[src/rtl/sv_ptw_tlb.sv]
// Page-table walker with a fully associative, ASID-tagged TLB.
// Translates one request at a time and walks LEVELS levels through a single PTE read port.
`timescale 1ns/1ps
module sv_ptw_tlb #(
   parameter int LEVELS      = 2,
   parameter int VPN_W       = 10,
   parameter int PPN_W       = 20,
   parameter int TLB_ENTRIES = 8,
   parameter int ASID_W      = 9,
   localparam int VA_W       = 12 + LEVELS*VPN_W,
   localparam int PA_W       = 12 + PPN_W
) (
   input  logic              clk,
   input  logic              rst,
   input  logic              req_valid,
   output logic              req_ready,
   input  logic [VA_W-1:0]   req_vaddr,
   input  logic [1:0]        req_type,
   input  logic              satp_mode,
   input  logic [ASID_W-1:0] satp_asid,
   input  logic [PPN_W-1:0]  satp_ppn,
   input  logic [1:0]        priv,
   input  logic              mprv,
   input  logic              sum,
   input  logic              mxr,
   input  logic [1:0]        mpp,
   output logic              resp_valid,
   output logic [PA_W-1:0]   resp_paddr,
   output logic              resp_fault,
   output logic [3:0]        resp_cause,
   output logic              mem_read,
   output logic [PA_W-1:0]   mem_addr,
   input  logic [31:0]       mem_rdata,
   input  logic              mem_resp,
   input  logic              flush,
   input  logic              flush_asid_en,
   input  logic [ASID_W-1:0] flush_asid
);

   localparam int VPNS_W = LEVELS*VPN_W;
   localparam int LVL_W  = (LEVELS > 1) ? $clog2(LEVELS) : 1;
   localparam int IDX_W  = $clog2(TLB_ENTRIES);
   localparam logic [1:0] T_FETCH = 2'b00;
   localparam logic [1:0] T_STORE = 2'b10;

   typedef enum logic [1:0] {IDLE, WALK_REQ, CHECK, RESP} state_t;

   typedef struct packed {
      logic              valid;
      logic [ASID_W-1:0] asid;
      logic              g;
      logic [LVL_W-1:0]  level;
      logic [VPNS_W-1:0] vpn;
      logic [PPN_W-1:0]  ppn;
      logic              u, x, w, r, d;
   } tlb_entry_t;

   // VPN bits that must match for an entry mapped at level lvl
   function automatic logic [VPNS_W-1:0] level_mask(input logic [LVL_W-1:0] lvl);
      logic [VPNS_W-1:0] m;
      for (int b = 0; b < VPNS_W; b++) m[b] = (b / VPN_W) >= int'(lvl);
      return m;
   endfunction

   // PPN bits below level lvl that a superpage leaf must leave zero
   function automatic logic [PPN_W-1:0] low_mask(input logic [LVL_W-1:0] lvl);
      logic [PPN_W-1:0] m;
      for (int b = 0; b < PPN_W; b++) m[b] = b < int'(lvl)*VPN_W;
      return m;
   endfunction

   function automatic logic [PPN_W-1:0] compose_ppn(input logic [PPN_W-1:0] ppn,
         input logic [VPNS_W-1:0] vpn, input logic [LVL_W-1:0] lvl);
      logic [PPN_W-1:0] v;
      logic [PPN_W-1:0] p;
      v = PPN_W'(vpn);
      for (int b = 0; b < PPN_W; b++) p[b] = (b < int'(lvl)*VPN_W) ? v[b] : ppn[b];
      return p;
   endfunction

   function automatic logic perm_ok(input logic [1:0] t, input logic [1:0] e, input logic s,
         input logic m, input logic u, input logic x, input logic w, input logic r,
         input logic d);
      logic ok;
      ok = 1'b1;
      if (e == 2'd0 && !u) ok = 1'b0;
      if (e != 2'd0 && u && (t == T_FETCH || !s)) ok = 1'b0;
      case (t)
         T_FETCH: if (!x) ok = 1'b0;
         T_STORE: if (!w || !d) ok = 1'b0;
         default: if (!(r || (m && x))) ok = 1'b0;
      endcase
      return ok;
   endfunction

   function automatic logic [3:0] cause_of(input logic [1:0] t);
      case (t)
         T_FETCH: return 4'd12;
         T_STORE: return 4'd15;
         default: return 4'd13;
      endcase
   endfunction

   state_t            state, state_n;
   tlb_entry_t        tlb [TLB_ENTRIES];
   logic [VA_W-1:0]   q_vaddr;
   logic [1:0]        q_type, q_eff;
   logic [ASID_W-1:0] q_asid;
   logic [LVL_W-1:0]  lvl;
   logic [PA_W-1:0]   tbl_base;
   logic [31:0]       pte;
   logic              walk_flushed;
   logic [IDX_W-1:0]  rr_ptr;

   // request-side lookup, evaluated against live inputs in IDLE
   logic [1:0]        eff;
   logic              bare, accept;
   logic [VPNS_W-1:0] req_vpn;

   assign eff     = (mprv && req_type != T_FETCH) ? mpp : priv;
   assign bare    = (eff == 2'd3) || !satp_mode;
   assign accept  = req_valid && req_ready;
   assign req_vpn = req_vaddr[VA_W-1:12];

   logic [TLB_ENTRIES-1:0] hit_vec;
   for (genvar e = 0; e < TLB_ENTRIES; e++) begin : g_cmp
      assign hit_vec[e] = tlb[e].valid && (tlb[e].g || tlb[e].asid == satp_asid) &&
                          (((tlb[e].vpn ^ req_vpn) & level_mask(tlb[e].level)) == '0);
   end

   logic             hit_any, hit_u, hit_x, hit_w, hit_r, hit_d, hit_ok;
   logic [LVL_W-1:0] hit_lvl;
   logic [PPN_W-1:0] hit_ppn;
   logic [PA_W-1:0]  hit_pa;

   always_comb begin
      hit_any = 1'b0;
      hit_lvl = '0;
      hit_ppn = '0;
      {hit_u, hit_x, hit_w, hit_r, hit_d} = '0;
      for (int e = 0; e < TLB_ENTRIES; e++) begin
         if (hit_vec[e] && !hit_any) begin
            hit_any = 1'b1;
            hit_lvl = tlb[e].level;
            hit_ppn = tlb[e].ppn;
            {hit_u, hit_x, hit_w, hit_r, hit_d} =
               {tlb[e].u, tlb[e].x, tlb[e].w, tlb[e].r, tlb[e].d};
         end
      end
   end

   assign hit_ok = perm_ok(req_type, eff, sum, mxr, hit_u, hit_x, hit_w, hit_r, hit_d);
   assign hit_pa = {compose_ppn(hit_ppn, req_vpn, hit_lvl), req_vaddr[11:0]};

   // walk-side decode of the registered PTE
   logic [VPNS_W-1:0] q_vpn;
   logic [VPN_W-1:0]  cur_vpn;
   logic [PPN_W-1:0]  pte_ppn;
   logic              pte_bad, pte_ptr, pte_misal, pte_ok, unused_pte;
   logic [PA_W-1:0]   walk_pa;

   assign q_vpn      = q_vaddr[VA_W-1:12];
   assign cur_vpn    = q_vpn[int'(lvl)*VPN_W +: VPN_W];
   assign pte_ppn    = pte[10 +: PPN_W];
   assign pte_bad    = !pte[0] || (!pte[1] && pte[2]);
   assign pte_ptr    = !pte[1] && !pte[3];
   assign pte_misal  = (lvl != '0) && |(pte_ppn & low_mask(lvl));
   assign pte_ok     = pte[6] && perm_ok(q_type, q_eff, sum, mxr,
                                         pte[4], pte[3], pte[2], pte[1], pte[7]);
   assign walk_pa    = {compose_ppn(pte_ppn, q_vpn, lvl), q_vaddr[11:0]};
   assign unused_pte = ^pte;

   assign req_ready  = (state == IDLE);
   assign resp_valid = (state == RESP);
   assign mem_read   = (state == WALK_REQ);
   assign mem_addr   = mem_read ? tbl_base + (PA_W'(cur_vpn) << 2) : '0;

   logic            descend, fill;
   logic [PA_W-1:0] paddr_n;
   logic            fault_n;
   logic [3:0]      cause_n;

   always_comb begin
      state_n = state;
      descend = 1'b0;
      fill    = 1'b0;
      paddr_n = resp_paddr;
      fault_n = resp_fault;
      cause_n = resp_cause;
      case (state)
         IDLE: if (req_valid) begin
            if (bare) begin
               state_n = RESP;
               paddr_n = PA_W'(req_vaddr);
               fault_n = 1'b0;
               cause_n = 4'd0;
            end else if (hit_any) begin
               state_n = RESP;
               paddr_n = hit_ok ? hit_pa : '0;
               fault_n = !hit_ok;
               cause_n = hit_ok ? 4'd0 : cause_of(req_type);
            end else begin
               state_n = WALK_REQ;
            end
         end
         WALK_REQ: if (mem_resp) state_n = CHECK;
         CHECK: begin
            state_n = RESP;
            if (!pte_bad && pte_ptr && lvl != '0) begin
               state_n = WALK_REQ;
               descend = 1'b1;
            end else if (!pte_bad && !pte_ptr && !pte_misal && pte_ok) begin
               paddr_n = walk_pa;
               fault_n = 1'b0;
               cause_n = 4'd0;
               fill    = 1'b1;
            end else begin
               paddr_n = '0;
               fault_n = 1'b1;
               cause_n = cause_of(q_type);
            end
         end
         RESP: state_n = IDLE;
         default: state_n = IDLE;
      endcase
   end

   always_ff @(posedge clk or negedge rst) begin
      if (!rst) state <= IDLE;
      else      state <= state_n;
   end

   always_ff @(posedge clk or negedge rst) begin
      if (!rst) begin
         resp_paddr   <= '0;
         resp_fault   <= 1'b0;
         resp_cause   <= 4'd0;
         q_vaddr      <= '0;
         q_type       <= 2'b00;
         q_eff        <= 2'b00;
         q_asid       <= '0;
         lvl          <= '0;
         tbl_base     <= '0;
         pte          <= '0;
         walk_flushed <= 1'b0;
      end else begin
         resp_paddr <= paddr_n;
         resp_fault <= fault_n;
         resp_cause <= cause_n;
         if (accept) begin
            q_vaddr      <= req_vaddr;
            q_type       <= req_type;
            q_eff        <= eff;
            q_asid       <= satp_asid;
            lvl          <= LVL_W'(LEVELS-1);
            tbl_base     <= {satp_ppn, 12'b0};
            walk_flushed <= 1'b0;
         end else if (flush && state != IDLE) begin
            walk_flushed <= 1'b1;
         end
         if (state == WALK_REQ && mem_resp) pte <= mem_rdata;
         if (descend) begin
            lvl      <= lvl - LVL_W'(1);
            tbl_base <= {pte_ppn, 12'b0};
         end
      end
   end

   // a walk that saw a flush still answers but never refills stale data
   logic             fill_en, any_inv;
   logic [IDX_W-1:0] victim;
   tlb_entry_t       new_ent;

   assign fill_en = fill && !flush && !walk_flushed;

   always_comb begin
      any_inv = 1'b0;
      victim  = rr_ptr;
      for (int e = 0; e < TLB_ENTRIES; e++) begin
         if (!tlb[e].valid && !any_inv) begin
            any_inv = 1'b1;
            victim  = IDX_W'(e);
         end
      end
   end

   always_comb begin
      new_ent       = '0;
      new_ent.valid = 1'b1;
      new_ent.asid  = q_asid;
      new_ent.g     = pte[5];
      new_ent.level = lvl;
      new_ent.vpn   = q_vpn;
      new_ent.ppn   = pte_ppn;
      new_ent.u     = pte[4];
      new_ent.x     = pte[3];
      new_ent.w     = pte[2];
      new_ent.r     = pte[1];
      new_ent.d     = pte[7];
   end

   always_ff @(posedge clk or negedge rst) begin
      if (!rst) begin
         for (int e = 0; e < TLB_ENTRIES; e++) tlb[e] <= '0;
         rr_ptr <= '0;
      end else begin
         for (int e = 0; e < TLB_ENTRIES; e++) begin
            if (flush) begin
               if (!flush_asid_en || (tlb[e].asid == flush_asid && !tlb[e].g))
                  tlb[e].valid <= 1'b0;
            end else if (fill_en && victim == IDX_W'(e)) begin
               tlb[e] <= new_ent;
            end
         end
         if (fill_en && !any_inv)
            rr_ptr <= (rr_ptr == IDX_W'(TLB_ENTRIES-1)) ? '0 : rr_ptr + IDX_W'(1);
      end
   end

endmodule
[config.mk]
export PLATFORM = sky130hd
export DESIGN_NAME = sv_ptw_tlb
export DESIGN_NICKNAME = d
export VERILOG_FILES = /design/src/rtl/sv_ptw_tlb.sv
export SDC_FILE = /design/constraint.sdc
export NUM_CORES = 1
export LEC_CHECK = 0
export CAP_MARGIN = 20
export CORE_ASPECT_RATIO = 0.6
export CORE_UTILIZATION = 40
export CTS_BUF_LIST = sky130_fd_sc_hd__clkbuf_4
export CTS_CLUSTER_DIAMETER = 60
export DETAILED_ROUTE_END_ITERATION = 7
export PLACE_DENSITY = 0.55
export SYNTH_ARGS = -nofsm -noshare
export SYNTH_HDL_FRONTEND = slang
export SYNTH_SLANG_ARGS = --single-unit
[constraint.sdc]
create_clock -name clk -period 3.9 [get_ports clk]
set_input_delay 0.585 -clock clk [delete_from_list [all_inputs] [get_ports clk]]
set_output_delay 0.585 -clock clk [all_outputs]
set_load 0.01 [all_outputs]
==> metrics <==
Worst Hold Launch=req_vaddr[2]; Hold Violations, Final=0; Core Area=~0.07 mm2; final WL=~100 mm; WHS Endpoint=resp_paddr[2]$_DFFE_PN0P_; CP max FO=31; first-pass GRT wire length=between 100 and 150 mm; Post-Synth XOR/XNOR Area=9.19%; Top Ports=190; Final ANT Viol Nets=0; grt total ovfl=0; leakage power=17.1 nW; Async SR Flop Fraction=100%; Worst-path clk slew=roughly 70 ps; Hold Slack=roughly 230 ps; Initial Util=40.4%; Layout fillers=approximately 6600; area leader, netlist=dfrtp_1; WP data arrival=4730 ps; Compound-Gate Fraction of Synth Area=between 7 and 8%; #FFs+latches synth=591; startpoint type of the worst setup path=flip-flop; worst-margin pin slew=735 ps; Final HPWL DP=around 69 mm; detailed-router iteration count before antenna repair=6; peak supply drop=between 0.0002 and 0.0003 V; post-synthesis adder-cell area fraction=less than 1%; vias per cell=between 5 and 6; Num CTS Buffers=150; path category of the worst min-delay check=input pin to flip-flop; mux cell area share after synthesis=about 17%; Placer Congestion=slightly above 0.9; Critical Path Sink Type=flip-flop; most used cell, CP=buf_4; main combinational cell family by area after synthesis=multiplexers; pre-CTS worst setup slack=-1070 ps; CTS tree=done; CTS max path bufs=3; initial antenna violation count=2; post-synthesis sequential area ratio=51.0%; slack of the critical path=between 3 and 4 ps; Tot Pwr=around 0.017 W; crit share post-route=roughly 100%; CP Class=flip-flop to flip-flop; EDFF count, synth=0; top_reg_cell synth=dfrtp_1; Synth area leaders=dfrtp_1, mux2_2, nand2_1; largest net degree at the start of global routing=roughly 110; Max Fclk=~260 MHz; Synth Area in Simple Gates=12.1%; Port Buf Inserts=183; chip width=~350 um; Synth top area share=roughly 51%; Yosys warnings=0; post-CTS setup buffer count=0; Post-Synthesis Cells=roughly 2700; die area=0.0735 mm2; Die Y=between 200 and 250 um; RSZ-0062 raised after global routing=no; vias in the first global route=around 23000; maxcap violations=0; outcome=completed; crit path launch=tlb[166]$_DFFE_PN0P_; P&R area growth vs syn=22.4%; r2r startpoint=tlb[166]$_DFFE_PN0P_; RR Endpoint=resp_paddr[10]$_DFFE_PN0P_; post-synthesis cell area=0.0290 mm2; Crit-path slowest cell=xor2_1; synth cell count leaders=dfrtp_1, nand2_1, mux2_2; Rows=between 70 and 80; layout cells sized above 1=a little under a third; via count=about 22000; worst r2r path cells=16; endpoints failing setup=0; Pwr Density=between 400 and 500 mW/mm2; setup_tns=0 ps; Hold Crit Depth=3; worst-skew pair later-pin latency=approximately 970 ps; CTS sink count=591; CTS root buf=clkbuf_4; GRT Util Overall=between 20% and 30%; Crit path largest cell delay=540 ps; Slew Viols, Final=0; drt initial violations=between 1500 and 2000; clock period minus worst slack=between 3000 and 4000 ps; NumNets Final=between 3000 and 4000; Worst Clk Skew=between 50 and 60 ps; most instantiated library cell after synthesis=dfrtp_1; worst path required time=between 4000 and 5000 ps; Slew headroom=slightly above 50%; count of cell types in the netlist=69; Avg Inst Size Synth=roughly 11 um2; FF-to-FF setup slack=4 ps; H-tree levels=4; worst-path cell chain=xor2_1 -> nor4_1 -> a41o_1 -> nand3_1 -> buf_4 -> buf_4 -> buf_4 -> a21oi_1 -> o21ai_1 -> a2bb2oi_1 -> nor3_2 -> o21a_1 -> o311ai_2 -> a211o_1 -> buf_12 -> o21ai_1; drt drc=0; drt wl/cell=roughly 24 um
-- per-stage QoR --
| stage | instance area (um2) | cells | util (%) |
|---|---|---|---|
| detailed placement | 33500 | 3854 | 46.7 |
| floorplan | 29000 | 2660 | - |
| global route | 35500 | 4103 | 49.5 |
| global placement | 33500 | 3854 | 46.7 |
| CTS | 35300 | 4099 | 49.3 |
| finish | 35500 | 4105 | 49.5 |
-- layout by cell type (no fill, tap or decap), types with 5 or more instances in the layout --
master | Yosys | layout
or3_1 | 16 | 16
xnor2_1 | 176 | 176
nor3_1 | 35 | 28
o21ai_1 | 33 | 34
mux2_2 | 420 | 420
a22oi_1 | 50 | 50
buf_12 | 0 | 35
nor2_1 | 63 | 59
inv_1 | 22 | 22
clkbuf_4 | 0 | 211
dfrtp_1 | 591 | 591
clkdlybuf4s50_1 | 0 | 182
mux2i_1 | 20 | 20
nor3b_1 | 10 | 10
clkinv_1 | 1 | 22
o41ai_1 | 10 | 9
nand2_2 | 0 | 7
nand2_1 | 502 | 494
diode_2 | 0 | 6
nor3_2 | 2 | 7
o22ai_1 | 11 | 11
nor4_1 | 26 | 15
a21oi_1 | 88 | 87
nand2b_1 | 8 | 8
nand4_1 | 35 | 35
xor2_1 | 128 | 128
buf_4 | 24 | 214
a221o_1 | 9 | 9
a41oi_1 | 6 | 6
a32oi_1 | 8 | 8
and2_1 | 27 | 26
nand3_1 | 34 | 34
nor3_4 | 3 | 5
nor2b_1 | 7 | 7
a31oi_1 | 7 | 7
o211ai_1 | 12 | 12
o21ai_0 | 19 | 17
nor4_2 | 3 | 12
a41o_1 | 6 | 6
-- worst max-delay path: cells and delay by family, from the launching register on --
family	cells	cell delay, ps
xor gates and xnor gates	1	540
AOI/OAI and AO/OA	8	1670
and+or+nand+nor	3	530
DFF	1	420
buffers and inverters	4	640
-- sequential cells by signal, indices dropped and copies added, names as in the netlist --
register	cells
lvl	1
pte	28
q_asid	9
q_eff	2
q_type	2
q_vaddr	32
resp_cause	3
resp_paddr	32
rr_ptr	3
state	2
tbl_base	20
tlb	456
walk_flushed	1
-- metal layers --
metal | GRT usage, % | vias up | share of wire [%]
met5 | 0 | - | 0
li1 | - | 9948 | -
met3 | 7.55 | 119 | 8.8
met4 | 6.76 | 0 | 1.8
met2 | 36.0 | 865 | 40
met1 | 43.6 | 11527 | 50
-- what timing repair did --
action                                 4_1_cts  5_1_grt
gates resized for setup                      2       23
setup endpoints to repair                   31      166
pin swaps                                    0        3
endpoints found under the hold margin       67        0
hold buffers                                 1        0
-- power by group --
part           leakage [nW]  internal (W)  switching, W
Sequential             8.03       0.00678       0.00121
Combinational          8.04       0.00181       0.00215
Clock                  1.08       0.00267       0.00264
-- kinds of logic after synthesis --
kind of cell	after synthesis
buffers and inverters	236
xor gates and xnor gates	304
AOI/OAI and AO/OA	299
adders and majority gates	2
other	1
and+or+nand+nor	786
muxes	440
DFF	591
-- final cells by class --
| cell class | instances | area [um2] | area share, % |
|---|---|---|---|
| inverters | 23 | 86.3 | 0.243 |
| diodes | 6 | 15.0 | 0.0423 |
| flip-flops and latches | 591 | 14800 | 41.7 |
| multi-input cells | 1833 | 13400 | 37.8 |
| clock inverters | 33 | 211 | 0.596 |
| well taps | 975 | 1220 | 3.44 |
| repair buffers | 433 | 4150 | 11.7 |
| clock buffers | 211 | 1580 | 4.47 |
-- worst max-delay path by stage --
stage                                 endpoint  slack [ps]  depth (start not counted)
floorplan           resp_paddr[28]$_DFFE_PN0P_         300                         14
global placement    resp_paddr[25]$_DFFE_PN0P_       -1200                         18
detailed placement  resp_paddr[25]$_DFFE_PN0P_       -1070                         18
CTS                 resp_paddr[10]$_DFFE_PN0P_           6                         17
global route        resp_paddr[17]$_DFFE_PN0P_           1                         16
finish              resp_paddr[10]$_DFFE_PN0P_           4                         16
(Power assumes the default switching activity.)
==> edit, RTL diff (same flow settings) <==
Make the reset (`rst`) synchronous in 3 clocked blocks.
--- a/src/rtl/sv_ptw_tlb.sv
+++ b/src/rtl/sv_ptw_tlb.sv
@@ -227,3 +227,3 @@
 
-   always_ff @(posedge clk or negedge rst) begin
+   always_ff @(posedge clk) begin
       if (!rst) state <= IDLE;
@@ -232,3 +232,3 @@
 
-   always_ff @(posedge clk or negedge rst) begin
+   always_ff @(posedge clk) begin
       if (!rst) begin
@@ -301,3 +301,3 @@
 
-   always_ff @(posedge clk or negedge rst) begin
+   always_ff @(posedge clk) begin
       if (!rst) begin
Function: changed (a bounded check fails within 4 cycles, from zero or initial values and one cycle with rst low; the reset may be asserted at any time).
==> edit against the unedited design <==
- setup slack improved by 0.035 ns
- sequential cell count did not move
- global-route usage rose by 0.44 points
- routed wire length fell by 1.5%
- final area fell by 3.2%
- synthesized area fell by 4.7%
- first-iteration DRC count rose by 30%
- critical endpoint is now resp_paddr[18]
Power is not compared: it rests on default switching activity, and its combinational part moved more than twofold at a synthesized area within 25%.
==> edit: results (changes against the unedited design) <==
Outcome
  – Status: completed (unchanged)

Yosys
  – Synth cell count leaders: edfxtp_1 (456), nor2_1 (435), nand2_1 (281), xnor2_1 (170), a21oi_1 (139) (was dfrtp_1 (591), nand2_1 (502), mux2_2 (420), xnor2_1 (176), clkbuf_1 (166))
  – Synth Area in XOR/XNOR: 0.0964 (was 0.0919)
  – Synth cell types: 81 (was 69)
  – Syn avg cell area: 10.8 µm² (was 10.9 µm²)
  – Synth top area cells: edfxtp_1 (50%), dfxtp_1 (9.8%), nor2_1 (5.9%) (was dfrtp_1 (51%), mux2_2 (16%), nand2_1 (6.5%))
  – Complex-gate fraction of the synthesized area: 0.0990 (was 0.0710)
  – Post-synth EDFFs: 456 (was 0)
  – Post-synthesis adder-cell area fraction: 0.000906 (was 0.000864)
  – Register area share after synthesis: 0.594 (was 0.510)

Finish
  – Layout cell share with drive strength beyond 1: 0.184 (was 0.303)
  – # diodes: 1 (was 6)
  – FILL cells: 6232 (was 6566)
  – Multi-input gate area in the final layout: 0.0103 mm² (was 0.0134 mm²)
  – # clk buffers: 219 (was 211)
  – Nets: 3102 (was 3152)
  – Non-clock inverter count in the final layout: 77 (was 23)
  – Clk cell area share: 0.0545 (was 0.0506)
  – Comb_multi_in: 1712 (was 1833)
  – NonClk Buf Share: 0.127 (was 0.117)

Clock network
  – Clock Path Buffers: 3 (unchanged)
  – Worst-Skew Late Latency: 0.93 ns (was 0.97 ns)
  – TritonCTS buffer count: 147 (was 150)

Route
  – WL/cell: 24.5 µm (was 24.3 µm)
  – Detailed Routing Iterations Pass 1: 7 (was 6)
  – DR iter-0 viols: 2576 (was 1988)
  – Via/cell ratio: 5.56 (was 5.47)
  – Metal-1 WL: 43900 µm (was 49800 µm)
  – Routed wl met2: 41100 µm (was 39400 µm)
  – DR WL met3: 11300 µm (was 8740 µm)

Setup path
  – Crit-path slowest cell: clkdlybuf4s50_1 (was xor2_1)
  – Arrival @ worst endpoint: 4.67 ns (was 4.73 ns)
  – CP top delay family: buffers and inverters (was compound AO/OA/AOI/OAI gates)

Place
  – Placed Instances: 3742 (was 3854)
  – RePlAce Congestion: 0.931 (was 0.926)
  – Hpwl dp: 68000 µm (was 68900 µm)

GRT
  – GR Util All Layers: 0.279 (was 0.275)
  – Pin count of the biggest net entering global routing: 97 (was 109)
  – Initial antenna violation count: 3 (was 2)
  – Met3 usage: 0.0891 (was 0.0755)
  – Grt met2 use: 0.394 (was 0.360)
  – First-pass GRT wire length: 143000 µm (was 149000 µm)

STA
  – Skew final: 0.0755 ns (was 0.0582 ns)
  – Worst slew margin: 0.418 (was 0.509)

Floorplanning
  – Die X-Extent: 341 µm (was 349 µm)
edit: cell types whose count changed after synthesis, sizes merged, moves of 51 or more:
| cell | before | now |
|---|---|---|
| nand2 | 502 | 281 |
| a21oi | 88 | 139 |
| inv | 22 | 76 |
| dfxtp | 0 | 135 |
| edfxtp | 0 | 456 |
| clkbuf | 166 | 102 |
| dfrtp | 591 | 0 |
| nor2 | 63 | 435 |
| mux2 | 420 | 9 |
edit: timing repair:
item,4_1_cts,5_1_grt
setup buffers,0,1
pin swaps,0,3
resized for setup,6,12
endpoints found under the setup margin,21,29
endpoints found under the hold margin,0,0
edit: path summary, 6_finish.rpt:
check / startpoint / to / slack, ns / depth (start not counted)
setup / recovery: req_vaddr[19] / resp_paddr[18] / 0.04 / 16
hold / removal: mem_rdata[4] / pte[4] / 0.26 / 3
setup reg to reg: tlb[0][34] / resp_paddr[18] / 0.12 / 14
hold reg to reg: q_vaddr[1] / q_vaddr[1] / 0.45 / 2
